--- config.mk ---
export PLATFORM = sky130hd
export DESIGN_NAME = frame_update_scheduler
export DESIGN_NICKNAME = d
export VERILOG_FILES = /design/src/rtl/frame_update_scheduler.sv
export SDC_FILE = /design/constraint.sdc
export NUM_CORES = 1
export LEC_CHECK = 0
export BUFFER_PORTS_ARGS = -buffer_cell sky130_fd_sc_hd__buf_2
export CAP_MARGIN = 20
export CORE_MARGIN = 2
export CORE_UTILIZATION = 35
export DETAILED_ROUTE_END_ITERATION = 10
export GPL_TIMING_DRIVEN = 0
export PLACE_DENSITY = 0.64
export SYNTH_ARGS = -nofsm -noshare
export SYNTH_HDL_FRONTEND = slang
export SYNTH_SLANG_ARGS = --single-unit
export TNS_END_PERCENT = 30
--- constraint.sdc ---
create_clock -name clk -period 3.8 [get_ports clk]
set_input_delay 0.38 -clock clk [delete_from_list [all_inputs] [get_ports clk]]
set_output_delay 0.38 -clock clk [all_outputs]
set_load 0.02 [all_outputs]
--- src/rtl/frame_update_scheduler.sv ---
// frame_update_scheduler
//   Round-robin scheduler for the per-frame update window. A frame-start pulse
//   snapshots the pending requests; each snapshotted requester then gets one
//   registered one-hot grant, held until its done bit or a timeout, and a
//   frame-done pulse closes the frame. The round-robin pointer carries over
//   between frames so service order rotates fairly.
// Ports
//   clk, rst_n     clock, asynchronous active-low reset
//   frame_start_i  1-cycle vblank start pulse
//   req_i          level requests, sampled only when a frame start is accepted
//   done_i         completion strobes, only the current grantee's bit counts
//   grant_o        registered one-hot (or zero) grant
//   busy_o         scheduler is not idle
//   frame_done_o   1-cycle pulse once the snapshot has been fully served
//   timeout_o      1-cycle pulse, coincident with a forced release
//   overrun_o      1-cycle pulse, one cycle after a frame start seen while busy
module frame_update_scheduler #(
    parameter int NUM_REQ        = 4,
    parameter int TIMEOUT_CYCLES = 64,
    parameter int TW             = 7
) (
    input  logic               clk,
    input  logic               rst_n,
    input  logic               frame_start_i,
    input  logic [NUM_REQ-1:0] req_i,
    input  logic [NUM_REQ-1:0] done_i,
    output logic [NUM_REQ-1:0] grant_o,
    output logic               busy_o,
    output logic               frame_done_o,
    output logic               timeout_o,
    output logic               overrun_o
);

    localparam int PW = (NUM_REQ > 1) ? $clog2(NUM_REQ) : 1;

    typedef enum logic [1:0] {S_IDLE, S_ARB, S_GRANT, S_FINISH} state_t;

    state_t             r_state, w_next;
    logic [NUM_REQ-1:0] r_pending;
    logic [NUM_REQ-1:0] r_grant;
    logic [PW-1:0]      r_rr_ptr;
    logic [PW-1:0]      r_gidx;
    logic [TW-1:0]      r_cnt;
    logic               r_timeout;
    logic               r_overrun;

    logic               w_found;
    logic [PW-1:0]      w_sel;
    logic [NUM_REQ-1:0] w_sel_oh;
    logic               w_done_hit;
    logic               w_release;

    // First pending bit at or after rr_ptr. NUM_REQ is a power of two, so the
    // PW-bit index addition wraps modulo NUM_REQ for free.
    always_comb begin : arb
        logic [PW-1:0] v_idx;
        v_idx   = '0;
        w_found = 1'b0;
        w_sel   = r_rr_ptr;
        for (int i = 0; i < NUM_REQ; i++) begin
            v_idx = r_rr_ptr + PW'(i);
            if (!w_found && r_pending[v_idx]) begin
                w_found = 1'b1;
                w_sel   = v_idx;
            end
        end
    end

    assign w_sel_oh   = NUM_REQ'(1) << w_sel;
    assign w_done_hit = done_i[r_gidx];
    // Done wins over a simultaneous timeout.
    assign w_release  = (r_state == S_GRANT) &&
                        (w_done_hit || (r_cnt == TW'(TIMEOUT_CYCLES - 1)));

    always_ff @(posedge clk or negedge rst_n) begin
        if (!rst_n) r_state <= S_IDLE;
        else        r_state <= w_next;
    end

    always_comb begin
        w_next = r_state;
        case (r_state)
            S_IDLE:   if (frame_start_i) w_next = S_ARB;
            S_ARB:    w_next = w_found ? S_GRANT : S_FINISH;
            S_GRANT:  if (w_release) w_next = S_ARB;
            S_FINISH: w_next = S_IDLE;
            default:  w_next = S_IDLE;
        endcase
    end

    always_ff @(posedge clk or negedge rst_n) begin
        if (!rst_n) begin
            r_pending <= '0;
            r_grant   <= '0;
            r_rr_ptr  <= '0;
            r_gidx    <= '0;
            r_cnt     <= '0;
            r_timeout <= 1'b0;
            r_overrun <= 1'b0;
        end else begin
            r_timeout <= 1'b0;
            // A frame start while busy is dropped; FINISH counts as busy.
            r_overrun <= frame_start_i && (r_state != S_IDLE);
            case (r_state)
                S_IDLE: begin
                    if (frame_start_i) r_pending <= req_i;
                end
                S_ARB: begin
                    if (w_found) begin
                        r_grant <= w_sel_oh;
                        r_gidx  <= w_sel;
                        r_cnt   <= '0;
                    end
                end
                S_GRANT: begin
                    r_cnt <= r_cnt + TW'(1);
                    if (w_release) begin
                        r_pending[r_gidx] <= 1'b0;
                        r_rr_ptr          <= r_gidx + PW'(1);
                        r_grant           <= '0;
                        r_timeout         <= !w_done_hit;
                    end
                end
                default: ;
            endcase
        end
    end

    assign grant_o      = r_grant;
    assign busy_o       = (r_state != S_IDLE);
    assign frame_done_o = (r_state == S_FINISH);
    assign timeout_o    = r_timeout;
    assign overrun_o    = r_overrun;

endmodule

==> results of run 1 <==
## cell usage after synthesis
cell	count	area [µm²]
inv_1	6	22.5
o22ai_1	1	6.26
xnor2_1	1	8.76
nor2_1	4	15.0
ha_1	5	62.6
o21ba_2	1	10.0
and3_1	2	12.5
o21ai_0	18	90.1
a211o_1	1	8.76
nor2b_1	4	25.0
nor3_2	1	10.0
a41oi_1	1	8.76
a21o_1	2	15.0
or3_1	1	6.26
nand2b_1	4	25.0
nor3_1	2	10.0
a21oi_1	4	20.0
o2bb2ai_1	3	26.3
nand4_1	2	12.5
and4b_1	1	10.0
nand3_1	1	5.00
mux2_4	1	15.0
and2_4	1	8.76
a31o_2	1	8.76
a211oi_1	2	15.0
o2111ai_1	1	8.76
or4_4	1	11.3
mux4_2	1	22.5
a22o_1	2	17.5
clkbuf_1	2	7.51
and2_1	3	18.8
nand2_1	21	78.8
buf_2	1	5.00
or2_4	1	8.76
a31oi_1	1	6.26
dfrtp_1	23	576
## stage by stage
step                      utilization [%]  cells  hold slack (ns)
after floorplan                         -    127           0.0844
after global placement               40.9    191            0.377
after detailed placement             40.9    191            0.395
after CTS                            41.8    195           0.0375
after global routing                 41.8    195           0.0293
final                                41.8    195           0.0210
## cells by family after synthesis
kind of cell | count (synthesis) | share of synthesized area [%]
AO/OA/AOI/OAI | 38 | 19.8
XOR/XNOR | 1 | 0.719
adder cells (fa/ha/maj) | 5 | 5.13
buffers and inverters | 9 | 2.87
flip-flops | 23 | 47.2
multiplexers | 2 | 3.08
AND/OR/NAND/NOR | 49 | 21.1
## worst register-to-register path: stages (launching register included)
cell and delay (ns):
dfrtp_1 0.50, mux4_2 0.57, a41oi_1 0.45, o21ai_0 0.16, o21ai_0 0.19
## power by group through the flow
stage	logic, mW	clock network, mW	registers, mW
2_1_floorplan	0.347	0	0.415
4_1_cts	0.479	0.118	0.415
5_1_grt	0.531	0.133	0.430
6_report	0.471	0.113	0.416
3_5_place_dp	0.475	0	0.420
3_3_place_gp	0.461	0	0.413
## path summary, 6_finish.rpt
kind                                            end             startpoint  slack (ns)  cells after the start
setup / recovery           r_pending[3]$_DFFE_PN0P_  r_gidx[0]$_DFFE_PN0P_        1.84                      4
hold / removal                 r_cnt[2]$_DFFE_PN0P_                  rst_n        0.02                      1
setup reg to reg           r_pending[3]$_DFFE_PN0P_  r_gidx[0]$_DFFE_PN0P_        1.84                      4
hold reg to reg                 timeout_o$_DFF_PN0_   r_cnt[6]$_DFFE_PN0P_        0.47                      1
max in group asynchronous   r_rr_ptr[1]$_DFFE_PN0P_                  rst_n        3.44                      1
min in group clk           r_pending[1]$_DFFE_PN0P_               req_i[1]        0.27                      3
## placed cells by master, fill, tap and decap left out, types with 2 or more instances in the layout
cell,n
and3_1,2
dfrtp_1,23
ha_1,5
a21oi_1,4
nor3_1,2
and2_1,3
nor2b_1,4
o2bb2ai_1,3
clkbuf_4,3
nand2b_1,4
nand2_1,21
nor2_1,4
a211oi_1,2
clkbuf_1,2
buf_2,19
a21o_1,2
nand4_1,2
a22o_1,2
o21ai_0,18
inv_1,6
## registers in the layout (all words and copies together), names as in the netlist
| register | cells |
|---|---|
| r_rr_ptr | 2 |
| overrun_o | 1 |
| timeout_o | 1 |
| r_gidx | 2 |
| r_state | 2 |
| r_pending | 4 |
| r_cnt | 7 |
| grant_o | 4 |
## final cells by class
class	instances	area share (%)
well taps	46	4.13
clock buffers	3	1.62
clock inverters	1	0.359
flip-flops and latches	23	41.3
repair buffers	18	6.46
multi-input cells	95	43.6
plain buffers	3	0.898
inverters	6	1.62
## routing by layer
layer | up-vias | part of all wire, % | track usage (%)
met1 | 455 | 48 | 16.7
met2 | 9 | 49 | 22.3
li1 | 494 | - | -
met3 | 2 | 2.5 | 2.88
met4 | 0 | 0.54 | 5.00
met5 | - | 0 | 0
==> implementation parameters, run 1 <==
Parameter                              Value

Run status
  Run status    complete, no violations

Synthesis
  Synthesis Warnings    0
  Count of cell types in the netlist    36
  Sequential-to-total area share from yosys stat    47.2%
  Number of register bits inferred by synthesis    23
  Synthesized cell area    1220 µm²
  Cell count after synthesis    127
  Synthesized area per cell    9.60 µm²
  Number of nets in the synthesized netlist    143

Clock network
  Setup bufs post-CTS    0
  Count of hold buffers inserted by post-cts repair    0
  # clock sinks    23
  Root cell of the clock tree    clkbuf_4
  Later-pin clock latency in the skew report    0.31 ns
  Number of levels in the clock H-tree    1
  Bufs on Longest Clock Path    2
  Clock buffers created by TritonCTS    3
  Post-cts resize count    0
  CTS tree    built
  Clock transition at the register clock pins on the worst setup and hold paths after CTS    0.13 ns

Routing
  Iteration-0 DRC Markers    35
  Via-per-instance ratio    4.92
  Detail-routed net length per standard cell    12.3 µm
  Total DRC errors in the routed layout    0
  Count of nets left with antenna violations after detail routing    0
  Routed wire length    2.40 mm
  Total via count in the routed design    960
  Detailed-router iteration count before antenna repair    4

Worst setup path
  Cell-by-cell trace of the critical path    mux4_2 > a41oi_1 > o21ai_0 > o21ai_0
  Sort of element at the start of the critical path    register
  Required time of the critical path    4.03 ns
  Data arrival time at the worst-slack endpoint    2.19 ns
  Kind of critical path    register to register
  Category of cells accounting for the largest share of critical-path delay    compound AO/OA/AOI/OAI gates
  Cell at the slowest stage of the critical path    mux4_2
  Maximum single-stage delay on the critical path    0.57 ns
  Cell repeated most along the worst path    o21ai_0
  Count of buffering cells on the critical path with inverters included    0
  Max FO, Critical Path    6
  Kind of capture point of the worst setup path    register

Pwr
  VDD IR max    0.273 mV
  Clock power frac    11.3%
  Static power due to leakage    0.656 nW
  Comb pwr share    47.1%
  Switching share of power    43.3%
  Overall power of the completed layout    1.00 mW
  Relative contribution of sequential cells to total power    41.6%
  Internal power    567 µW
  Net switching power of the design    434 µW
  Total power divided by cell area    718 nW/µm²

Place
  Dpl hpwl    1.84 mm
  Placer congestion estimate    0.731
  Buffers added on ports    18
  Dpl ws    1.85 ns
  Placed instance area    1370 µm²

Timing
  Setup slack after layout    1.84 ns
  Total setup violations reported at the end of the flow    0
  RSZ-0062 raised after global routing    false
  Maximum clock rate    511 MHz
  Post-route fraction of the period consumed by the critical path    51.5%
  Clock Skews    0.00326 ns
  Slew Limit Fails    0
  Min Clock Period, post-route    1.96 ns
  Transition time at the pin with the least slew margin    0.521 ns
  Max-Slew Margin vs Limit    64.8%
  Fin. Hold Viols    0
  Total negative slack    0 ns

Floorplanning
  Die H    63.0 µm
  Total number of placement rows    21
  Initial core utilization    36.5%
  Die span in x    63.0 µm
  Core Area    3340 µm²
  Total die area    3970 µm²
  Number of I/O pins    19

Layout
  Area used by multi-input combinational logic    608 µm²
  Number of fill cells    362
  Share of post-route cells with drive strength above 1    20.8%
  Layout net count    166
  Layout overhead on the synthesized area    14.4%
  Total area of sequential cells    576 µm²
  Cell area after layout    1390 µm²
  Antenna Cells    0

Global routing
  Sum of overflow across all layers after global routing    0
  GRT Resource Usage Total    13.3%
  Number of antenna violations at the first check in global routing    0
  Pin count of the biggest net entering global routing    24
  Number of global-route vias before repair    935
  Wire length of the first global-routing pass    4.19 mm

Hold path
  Path type of the worst min-delay path    primary input to async pin

Run
  Number of max-cap violations    0
Note: power is estimated with default switching activity, not from simulation.
==> run 2: changes to the inputs <==
- clock period: 3.8 -> 1.94 ns (I/O delays scaled with it)
==> run 2 against run 1 <==
  * Clock-buffer cell count unchanged
  * Hold slack better by 0.063 ns
  * Register-to-register slack got worse by 1.8 ns
  * Clock power grew 97%
  * Design area rose by 2.2%
  * Setup slack got worse by 1.8 ns
  * Sequential share of layout area down 0.78 points
  * Combinational power up 100%
  * Critical path depth is 1 higher
==> implementation parameters, run 2 (same netlist as run 1, synthesis figures left out) <==
Parameter                              Value

Run status
  Run status    complete, no violations

Layout
  Total area of sequential cells    577 µm²
  Most common cell after layout, fill and taps aside    dfrtp_1
  Layout net count    167
  Number of fill cells    359
  Commonest non-fill, non-tap cells in the layout    22 x dfrtp_1, 21 x nand2_1, 19 x buf_2, 18 x o21ai_0, 6 x inv_1
  Largest Register    r_cnt
  Area used by multi-input combinational logic    627 µm²
  Layout overhead on the synthesized area    16.8%
  Antenna Cells    0
  Share of post-route cells with drive strength above 1    22.0%
  Number of flip-flops under the largest register name    7

Pwr
  Comb pwr share    47.5%
  Static power due to leakage    0.660 nW
  Clock power frac    11.2%
  VDD IR max    0.537 mV
  Switching share of power    43.2%
  Internal power    1.12 mW
  Overall power of the completed layout    1.98 mW
  Total power divided by cell area    1390 nW/µm²
  Net switching power of the design    856 µW
  Relative contribution of sequential cells to total power    41.2%

Routing
  Total DRC errors in the routed layout    0
  Total via count in the routed design    963
  Detailed-router iteration count before antenna repair    5
  Detail-routed net length per standard cell    12.3 µm
  Iteration-0 DRC Markers    24
  Via-per-instance ratio    4.91
  Routed wire length    2.42 mm
  Count of nets left with antenna violations after detail routing    0

Timing
  Max-Slew Margin vs Limit    65.7%
  RSZ-0062 raised after global routing    false
  WHS    0.0838 ns
  Clock Skews    0.00572 ns
  Maximum clock rate    540 MHz
  Slew Limit Fails    0
  Fin. Hold Viols    0
  Total setup violations reported at the end of the flow    0
  Min Clock Period, post-route    1.85 ns
  Transition time at the pin with the least slew margin    0.515 ns
  Post-route fraction of the period consumed by the critical path    95.4%

Clock network
  # clock sinks    23
  Clock buffers created by TritonCTS    3
  Setup bufs post-CTS    0
  Bufs on Longest Clock Path    2
  Later-pin clock latency in the skew report    0.31 ns
  CTS tree    built
  Clock transition at the register clock pins on the worst setup and hold paths after CTS    0.12 ns
  Root cell of the clock tree    clkbuf_4
  Number of levels in the clock H-tree    1

Global routing
  Wire length of the first global-routing pass    4.21 mm
  Sum of overflow across all layers after global routing    0
  Number of global-route vias before repair    944
  Number of antenna violations at the first check in global routing    0
  Pin count of the biggest net entering global routing    24
  GRT Resource Usage Total    13.4%

Worst setup path
  Kind of critical path    register to register
  Data arrival time at the worst-slack endpoint    2.06 ns
  Worst reg2reg startpoint    r_cnt[0]$_DFFE_PN0P_
  Required time of the critical path    2.15 ns
  Cell at the slowest stage of the critical path    dfrtp_1
  Category of cells accounting for the largest share of critical-path delay    simple AND/OR/NAND/NOR gates
  Max FO, Critical Path    4
  Kind of capture point of the worst setup path    register
  Worst Reg2Reg Path Length in Cells    5
  Sort of element at the start of the critical path    register
  Source of the critical timing path    r_cnt[0]$_DFFE_PN0P_
  Count of buffering cells on the critical path with inverters included    0
  Maximum single-stage delay on the critical path    0.42 ns
  Cell-by-cell trace of the critical path    ha_1 > and3_1 > and4b_1 > or2_4 > mux2_4
  Cell depth of the worst setup path    5

Floorplanning
  Total die area    3970 µm²
  Die span in x    63.0 µm
  Number of I/O pins    19
  Initial core utilization    36.5%
  Die H    63.0 µm
  Total number of placement rows    21
  Core Area    3340 µm²

Place
  Placer congestion estimate    0.731
  Dpl hpwl    1.84 mm
  Buffers added on ports    18

Hold path
  Hold Startpoint    req_i[1]
  Path type of the worst min-delay path    primary input to register
  Hold path depth    3

Run
  Number of max-cap violations    0
## run 2: cell count changes in the layout (fill, tap and decap cells not counted)
cell / change
a41oi_1: -1
a41oi_4: +1
dfrtp_1: -1
dfrtp_2: +1
dlygate4sd3_1: +1
## run 2: layout make-up
class | instances | area share [%]
buffer | 3 | 0.879
sequential | 23 | 40.5
timing repair buffer | 19 | 7.03
inverter | 6 | 1.58
clock buffer | 3 | 1.58
tap | 46 | 4.04
clock inverter | 1 | 0.351
multi-input combinational | 95 | 44.0
## run 2: worst reg2reg max path, delay by kind of cell, from the launching register on
family,cells,cell delay [ns]
fa+ha+maj,1,0.23
flops,1,0.42
mux,1,0.29
simple gates,3,0.81
## run 2: repair_timing
item | 4_1_cts | 5_1_grt
endpoints found under the setup margin | 2 | 2
hold endpoints to repair | 23 | 0
hold buffers | 1 | 0
resized for setup | 1 | 2
pin swaps | 0 | 0
## run 2: worst paths after layout
kind,to,slack [ns]
max,r_rr_ptr[1]$_DFFE_PN0P_,0.09
min,r_pending[1]$_DFFE_PN0P_,0.08
max reg2reg,r_rr_ptr[1]$_DFFE_PN0P_,0.09
min reg2reg,timeout_o$_DFF_PN0_,0.47
max in group asynchronous,r_gidx[0]$_DFFE_PN0P_,1.20
min in group asynchronous,r_cnt[1]$_DFFE_PN0P_,0.37
## run 2: metal layers
metal	vias to the layer above	GRT usage (%)	routed length (µm)	share of wire (%)
met5	-	0	0	0
met4	0	5.00	13	0.54
met3	2	2.88	61	2.5
met2	9	22.7	1180	49
met1	457	16.6	1160	48
li1	495	-	-	-
## run 2: power groups by stage
stage	Combinational (mW)	Sequential (mW)	Clock, mW
3_5_place_dp	0.931	0.823	0
4_1_cts	0.944	0.814	0.232
5_1_grt	1.06	0.844	0.260
6_report	0.942	0.817	0.223
3_3_place_gp	0.903	0.809	0
2_1_floorplan	0.680	0.814	0
## run 2: stage by stage
step                TNS (ns)  instances  instance area (µm²)  setup slack [ns]  util [%]
global route               0        196                 1420            0.0170      42.7
detailed placement  -0.00773        191                 1370          -0.00773      40.9
CTS                        0        196                 1410            0.0443      42.3
finish                     0        196                 1420            0.0889      42.7
global placement           0        191                 1370            0.0989      40.9
floorplan                  0        127                 1220             0.198         -
